### config.mk
export PLATFORM = sky130hd
export DESIGN_NAME = iob_regfile_wr_arb
export DESIGN_NICKNAME = d
export VERILOG_FILES = /design/src/rtl/iob_regfile_wr_arb.sv
export SDC_FILE = /design/constraint.sdc
export NUM_CORES = 1
export LEC_CHECK = 0
export ABC_AREA = 0
export CAP_MARGIN = 20
export CORE_ASPECT_RATIO = 0.5
export CORE_MARGIN = 4
export CORE_UTILIZATION = 40
export DETAILED_ROUTE_END_ITERATION = 10
export GPL_TIMING_DRIVEN = 0
export PLACE_DENSITY = 0.91
export SYNTH_ARGS = -nofsm -noshare
export SYNTH_HDL_FRONTEND = slang
export SYNTH_SLANG_ARGS = --single-unit
### constraint.sdc
create_clock -name clk_i -period 3.4 [get_ports clk_i]
set_input_delay 1.02 -clock clk_i [delete_from_list [all_inputs] [get_ports clk_i]]
set_output_delay 1.02 -clock clk_i [all_outputs]
set_load 0.02 [all_outputs]
### src/rtl/iob_regfile_wr_arb.sv
// Write-port arbiter in front of iob_regfile_w_r: N_REQ valid/ready requesters share one registered write port.
// Define IOB_REGFILE_WR_ARB_RR_EN for round-robin; otherwise lowest index wins (fixed priority).
module iob_regfile_wr_arb #(
   parameter int N_REQ  = 4,
   parameter int ADDR_W = 4,
   parameter int DATA_W = 32,
   parameter int PTR_W  = $clog2(N_REQ)
) (
   input  logic                      clk_i,
   input  logic                      arst_n_i,
   input  logic                      en_i,
   input  logic [N_REQ-1:0]          req_valid_i,
   input  logic [N_REQ*ADDR_W-1:0]   req_addr_i,
   input  logic [N_REQ*DATA_W-1:0]   req_data_i,
   output logic [N_REQ-1:0]          req_ready_o,
   output logic                      we_o,
   output logic [ADDR_W-1:0]         waddr_o,
   output logic [DATA_W-1:0]         wdata_o,
   output logic [N_REQ-1:0]          grant_o
);

   logic [PTR_W-1:0]  base;
   logic [PTR_W-1:0]  cand_idx [N_REQ];
   logic [N_REQ-1:0]  search_vec;
   logic [ADDR_W-1:0] addr_arr [N_REQ];
   logic [DATA_W-1:0] data_arr [N_REQ];
   logic              gnt_found;
   logic [PTR_W-1:0]  gnt_idx;
   logic              xfer;

   logic              we_q, we_d;
   logic [ADDR_W-1:0] waddr_q, waddr_d;
   logic [DATA_W-1:0] wdata_q, wdata_d;
   logic [N_REQ-1:0]  grant_q, grant_d;

   // Search slot gi examines requester (base + gi) mod N_REQ, so slot 0 has top priority.
   generate
      for (genvar gi = 0; gi < N_REQ; gi++) begin : g_cand
         logic [PTR_W:0] sum;
         assign sum = {1'b0, base} + (PTR_W+1)'(gi);
         assign cand_idx[gi]   = (sum >= (PTR_W+1)'(N_REQ)) ?
                                 PTR_W'(sum - (PTR_W+1)'(N_REQ)) : sum[PTR_W-1:0];
         assign search_vec[gi] = req_valid_i[cand_idx[gi]];
         assign addr_arr[gi]   = req_addr_i[gi*ADDR_W +: ADDR_W];
         assign data_arr[gi]   = req_data_i[gi*DATA_W +: DATA_W];
      end
   endgenerate

`ifdef IOB_REGFILE_WR_ARB_RR_EN
   logic [PTR_W-1:0] ptr_q, ptr_d;

   assign base = ptr_q;

   always_comb begin
      ptr_d = ptr_q;
      if (xfer) begin
         ptr_d = (gnt_idx == PTR_W'(N_REQ-1)) ? '0 : gnt_idx + 1'b1;
      end
   end

   always_ff @(posedge clk_i or negedge arst_n_i) begin
      if (!arst_n_i) begin
         ptr_q <= '0;
      end else begin
         ptr_q <= ptr_d;
      end
   end
`else
   assign base = '0;
`endif

   always_comb begin
      gnt_found = 1'b0;
      gnt_idx   = '0;
      for (int i = 0; i < N_REQ; i++) begin
         if (!gnt_found && search_vec[i]) begin
            gnt_found = 1'b1;
            gnt_idx   = cand_idx[i];
         end
      end
   end

   // Ready is also forced low while reset is asserted, independent of the clock.
   assign req_ready_o = (gnt_found && en_i && arst_n_i) ? (N_REQ'(1) << gnt_idx) : '0;
   assign xfer        = |req_ready_o;

   always_comb begin
      we_d    = xfer;
      grant_d = req_ready_o;
      waddr_d = xfer ? addr_arr[gnt_idx] : waddr_q;
      wdata_d = xfer ? data_arr[gnt_idx] : wdata_q;
   end

   always_ff @(posedge clk_i or negedge arst_n_i) begin
      if (!arst_n_i) begin
         we_q    <= 1'b0;
         waddr_q <= '0;
         wdata_q <= '0;
         grant_q <= '0;
      end else begin
         we_q    <= we_d;
         waddr_q <= waddr_d;
         wdata_q <= wdata_d;
         grant_q <= grant_d;
      end
   end

   assign we_o    = we_q;
   assign waddr_o = waddr_q;
   assign wdata_o = wdata_q;
   assign grant_o = grant_q;

endmodule

# Yosys cells after proc, flatten, opt, wreduce, memory -nomap -nowiden
# Index checks and enable logic that the tools add are counted.
[totals]
reg_bits = 41
inputBits = 151
out_inout_bits = 45
[classes]
order_cmp = 1
shifts = 1
muxes = 14
bitwise = 1
n_reduce_logical = 9
[op_table]
columns = ["operator", "n"]
rows = [
  ["$bmux W32 S2", 1],
  ["$mux W32", 2],
  ["$mux W4", 3],
  ["$bmux W4 S2", 1],
  ["$logic_and A1 B1 Y1", 5],
  ["$mux W1", 5],
  ["$mux W2", 2],
  ["$reduce_or A4 Y1", 1],
  ["$shl A1 B2 Y4 const A", 1],
  ["$ge A3 B3 Y1 const B", 1],
  ["$logic_not A1 Y1", 3],
  ["$not A2 Y3", 1],
]

# Depth between registers and ports, before layout
# Gate-level depths: netlist of the first run.
[depth]
word_depth = 14
mapped_depth = 6

# Least setup slack after synthesis of the first run
# No wires, ideal clock.
[synth_timing]
path_type = "input -> output"
start = "in arst_n_i"
end = "out req_ready_o[3]"
arrival_ps = 2341
slack_ps = 39
cell_stages = 5
path_buffers = 2
path_cell_list = "and2_0 -> clkbuf_1 -> clkbuf_1 -> nand2_1 -> nor3_1"
[synth_via]
elab_chain_cells = 2
[synth_lines]
columns = ["item", "line_no", "rtl"]
rows = [
  ["start, declared", "10", "input logic arst_n_i,"],
  ["$logic_and A1 B1 Y1", "84", "assign req_ready_o = (gnt_found && en_i && arst_n_i) ? (N_REQ'(1) << gnt_idx) : '0;"],
  ["$mux W4", "84", ""],
  ["end, declared", "15", "output logic [N_REQ-1:0] req_ready_o,"],
]
# No other way between the ends.

# Final worst setup path of the first run
# Same ends and word-level chain as after synthesis.

==> reports/results.tsv, run 1 <==
metric	value	unit
Synth Register Bits	41	
TritonRoute pass-1 iters	5	
RSZ-0062 raised after global routing	no	
setup tns final	0	ps
capturing point of the worst reg2reg path	wdata_o[25]	
Fin Clk Skew	0	ps
height of the die	69.0	µm
startpoint of the worst hold path	wdata_o[8]	
initial antenna violation count	0	
reg2reg setup slack	2540	ps
Worst slew margin	32.5	%
Hold Violations, Final	0	
Max Root-Sink Buffers	2	
worst skew pair latency	280	ps
Post-Syn Area per Cell	8.66	µm²
Core Rows	21	
Ys Warns	0	
Final Core Density	75.8	%
Static Leak	0.00189	µW
clk slew on worst S/H paths	60	ps
io pins	196	
Fill cells	458	
Fmax	0.302	GHz
gp weighted congestion	0.912	
placed cell count	632	
drt total wl	13.5	mm
setup ws final	88.8	ps
n_diodes	0	
R2R depth	2	
CP Max Fanout	19	
Hold Path Sink	wdata_o[8]	
power per cell area	342	mW/mm²
setup violation total in the final timing report	0	
DRT antenna net count	0	
min Tclk post-route	3310	ps
I/O Buffers	195	
syn_nets	495	
Max Slew Vio Count	0	
Critical Path Start Type	input port	
multi-input logic area	0.00179	mm²
Initial Util	42.9	%
register area share after synthesis	34.5	%
Setup Crit Path Kind	input port to output pin	
vias	3720	
Remaining DRCs	0	
WP data arrival	2290	ps
core area	0.00694	mm²
DRC marker count from the first detailed-route iteration	441	
Setup crit end kind	output pin	
status	finished clean	
Nets	695	
hold path cells	2	
Max Cap Violations	0	
largest net degree at the start of global routing	33	
synthesized area	0.00298	mm²
vias in the first global route	3683	
Remaining Overflow, GRT	0	
synth unique cells	22	
Worst-Margin Slew	1000	ps
Reg2Reg Launch Point	wdata_o[25]	
CTS tree	yes	
share of cells above drive strength 1	11.4	%
die width	130	µm
critical path required time	2380	ps
Place WS	-1280	ps
full die area	0.00897	mm²
final instance count without filler cells	637	
register area	0.00103	mm²
GRT Util Overall	28.6	%
CTS buffer count	5	
Worst IR Drop VDD	209	µV
hold crit path type	flop to flop	
first-pass GRT wire length	20.4	mm
routed len/inst	21.3	µm
Gate Count Post-Synth	344	
Area growth syn-to-layout	76.6	%
CTS Sinks	41	
Clock Tree Root	clkbuf_16	
H-tree levels	2	
DP Wirelength	9.50	mm
Post-DP Area	0.00506	mm²
fin area	0.00526	mm²
fin crit share	97.4	%
routed vias/inst	5.84	
==> cell type report <==
class / count / share of cell area, %
Timing Repair Buffer: 199 / 38.0
Multi-Input combinational cell: 264 / 33.9
Sequential cell: 41 / 19.5
Buffer: 33 / 3.76
Clock buffer: 6 / 2.45
Tap cell: 92 / 2.19
Clock inverter: 2 / 0.190
==> Yosys cell counts <==
library cell	instances	area share, %
nand2_1	74	9.3
dfrtp_1	41	34
a21o_1	36	9.1
a21oi_1	36	6.1
nand3b_1	36	9.1
o21ai_0	35	5.9
a41oi_2	29	16
clkbuf_1	29	3.7
a41oi_1	7	2.1
buf_1	4	0.50
buf_6	4	1.5
buf_2	2	0.34
nor3_1	2	0.34
and2_0	1	0.21
and2_1	1	0.21
and2_4	1	0.29
and3_1	1	0.21
nor2_1	1	0.13
nor2b_1	1	0.21
o21ai_1	1	0.17
or2_2	1	0.21
or4_1	1	0.25
==> layer usage <==
metal	share of wire (%)	vias up	wire [µm]	global-route usage (%)
met5	0	-	0	0
met4	3.8	0	515	10.7
met3	6.8	47	922	4.48
met2	51	199	6840	50.1
met1	39	1816	5260	35.2
li1	-	1658	-	-
==> critical path, stage by stage <==
cell     delay [ps]
buf_4           220
buf_12          190
and2_4          190
buf_12          160
nand2_1          80
nor3_2          230
buf_4           190
==> what timing repair did <==
item / 4_1_cts / 5_1_grt
hold buffers: 0 / 0
pin swaps: 0 / 1
endpoints found under the setup margin: 4 / 3
gates cloned: 0 / 1
setup buffers: 1 / 1
gates resized for setup: 45 / 5
==> power by group <==
group | total (µW) | switching [µW] | internal (µW)
Clock | 463 | 193 | 270
Combinational | 733 | 342 | 391
Sequential | 601 | 41.2 | 560
Total | 1800 | 577 | 1220
==> sequential cells by signal (all words and copies together) (netlist names) <==
register,cells
we_o,1
wdata_o,32
waddr_o,4
grant_o,4
==> cells by family after synthesis <==
kind of cell / after synthesis / share of synthesized area (%)
and+or+nand+nor: 120 / 20.5
DFF: 41 / 34.5
AOI/OAI and AO/OA: 144 / 39.1
buffers and inverters: 39 / 6.01
==> per-stage QoR <==
step / power [µW] / hold WS, ps
6_report: 1800 / 565
4_1_cts: 1790 / 570
2_1_floorplan: 912 / 657
5_1_grt: 1870 / 588
3_3_place_gp: 1300 / 546
3_5_place_dp: 1310 / 555
==> how the worst max path moves through the flow <==
stage / from / endpoint / slack [ps] / cells past startpoint
3_5_place_dp: arst_n_i / req_ready_o[3] / -1280 / 8
4_1_cts: en_i / req_ready_o[3] / -60 / 7
5_1_grt: arst_n_i / req_ready_o[3] / 40 / 7
6_report: arst_n_i / req_ready_o[3] / 90 / 7
2_1_floorplan: arst_n_i / req_ready_o[3] / 40 / 5
3_3_place_gp: arst_n_i / req_ready_o[3] / -2670 / 7
==> placed cells by master, fill, tap and decap left out, types with 2 or more instances in the layout <==
cell / Yosys / final
buf_12: 0 / 2
buf_6: 4 / 5
a21oi_1: 36 / 36
clkinv_2: 0 / 2
buf_2: 2 / 3
o21ai_0: 35 / 35
nand2_1: 74 / 74
a41oi_1: 7 / 7
a21o_1: 36 / 36
and2_4: 1 / 2
dfrtp_1: 41 / 41
clkbuf_4: 0 / 2
nand3b_1: 36 / 36
buf_1: 4 / 2
clkbuf_16: 0 / 6
a41oi_2: 29 / 29
clkbuf_1: 29 / 21
clkdlybuf4s50_1: 0 / 187
buf_4: 0 / 5
(Power assumes the default switching activity.)
==> run 2, diff against run 1 <==
DONT_BUFFER_PORTS = 1   (was not set)
PLACE_DENSITY = 0.57   (was 0.91)
==> reports/results.tsv, run 2 (synthesis gave the netlist of run 1 again) <==
metric	value	unit
CP top delay family	simple AND/OR/NAND/NOR gates	
sw frac	33.7	%
Hold Violations, Final	0	
Place WS	-356	ps
Internal	962	µW
status	finished clean	
Remaining Overflow, GRT	0	
io pins	196	
Setup crit end kind	output pin	
register area	0.00103	mm²
Final Core Density	46.7	%
power per cell area	447	mW/mm²
Max stage delay on crit path	450	ps
RSZ-0062 raised after global routing	yes	
commonest non-fill, non-tap cell in the layout	nand2_1	
Fill cells	696	
CP Max Fanout	10	
Fmax	0.297	GHz
met3 usage	7.72	%
Worst-Margin Slew	1070	ps
met2 Track Usage GR	37.5	%
Fin Clk Skew	0	ps
CTS buffer count	5	
Max Slew Vio Count	0	
gp weighted congestion	0.774	
DRT antenna net count	0	
Initial Util	42.9	%
setup ws final	34.8	ps
Worst IR Drop VDD	214	µV
max FFs per register	32	
vias	2838	
GRT Util Overall	22.5	%
critical path required time	2380	ps
Worst slew margin	27.8	%
worst skew pair latency	280	ps
first-pass GRT wire length	16.0	mm
Sequential Power Share	48.9	%
Static Leak	0.00106	µW
post-CTS setup buffer count	0	
CP Buf/Inv Count	2	
drt total wl	10.5	mm
Setup Crit Path Kind	input port to output pin	
commonest non-fill, non-tap cells in the layout	74 x nand2_1, 41 x dfrtp_1, 36 x nand3b_1, 36 x a21o_1, 36 x a21oi_1	
Nets	501	
fin crit share	99.0	%
Area growth syn-to-layout	8.82	%
core area	0.00694	mm²
height of the die	69.0	µm
largest net degree at the start of global routing	44	
slowest stage cell, crit path	nor3_2	
initial antenna violation count	0	
I/O Buffers	0	
WP data arrival	2350	ps
TritonRoute pass-1 iters	4	
routed vias/inst	6.42	
Clock power frac	32.3	%
CTS tree	yes	
# hold bufs at CTS	0	
n_diodes	0	
vias in the first global route	3030	
hold crit path type	input port to async pin	
crit path cell chain	or2_2 -> clkbuf_1 -> buf_1 -> nor3_2	
Max Root-Sink Buffers	2	
share of cells above drive strength 1	13.4	%
multi-input logic area	0.00178	mm²
M1 GR Usage	27.7	%
DRC marker count from the first detailed-route iteration	120	
DP Wirelength	8.02	mm
GR peak layer	met2	
H-tree levels	2	
Max Cap Violations	0	
Clock Tree Root	clkbuf_16	
full die area	0.00897	mm²
Core Rows	21	
die width	130	µm
clk slew on worst S/H paths	60	ps
setup violation total in the final timing report	0	
min Tclk post-route	3370	ps
CTS Sinks	41	
Remaining DRCs	0	
Sw Pwr	488	µW
combinational power share	18.8	%
Critical Path Start Type	input port	
routed len/inst	23.7	µm
[run 2: cell count changes in the layout (fill, tap and decap cells not counted), sizes merged]
cell | before | now
clkdlybuf4s50 | 187 | 0
dlygate4sd2 | 1 | 0
clkbuf | 31 | 36
dlymetal6s2s | 1 | 0
clkdlybuf4s15 | 1 | 0
clkinv | 2 | 0
buf | 17 | 9
[run 2: metrics by stage]
stage / total power (µW) / area [µm²] / cells / hold WS (ps) / TNS (ps)
floorplan: 912 / 2980 / 344 / 657 / 0
global placement: 975 / 3090 / 436 / 692 / -444
detailed placement: 989 / 3090 / 436 / 691 / -537
CTS: 1470 / 3240 / 442 / 418 / 0
global route: 1540 / 3240 / 442 / 407 / -55.4
finish: 1450 / 3240 / 442 / 430 / 0
[run 2: area by class of cell]
cell class | count | area share [%]
multi-input cells | 264 | 54.9
flip-flops and latches | 41 | 31.7
plain buffers | 38 | 5.52
clock buffers | 7 | 4.40
well taps | 92 | 3.55
[run 2: power by group through the flow]
stage	Combinational [µW]	Sequential (µW)	Clock, µW
after detailed placement	272	717	0
after global placement	259	716	0
after global routing	301	717	518
final	273	709	468
after CTS	273	710	488
after floorplan	217	695	0
[run 2: final timing paths]
check,start,endpoint,slack [ps],cells past startpoint
max,req_valid_i[0],req_ready_o[3],30,4
min reg2reg,wdata_o[16],wdata_o[16],700,2
min in group clk_i,wdata_o[16],wdata_o[16],700,2
min,arst_n_i,wdata_o[9],430,0
max reg2reg,wdata_o[22],wdata_o[22],2500,2
max in group asynchronous,arst_n_i,wdata_o[22],2880,0
[run 2: worst register-to-register path, stage by stage, from the launching register on]
cell	delay, ps
dfrtp_1	460
a21oi_1	230
a41oi_2	70
[run 2: metal layers]
metal | share of wire (%) | vias up
met5 | 0 | -
met4 | 1.1 | 0
met3 | 10 | 10
met2 | 49 | 153
met1 | 40 | 1404
li1 | - | 1271
[run 2: what timing repair did]
action,in CTS,in global routing
pin swaps,0,0
resized for setup,3,1
gates cloned,0,0
endpoints found under the setup margin,3,2
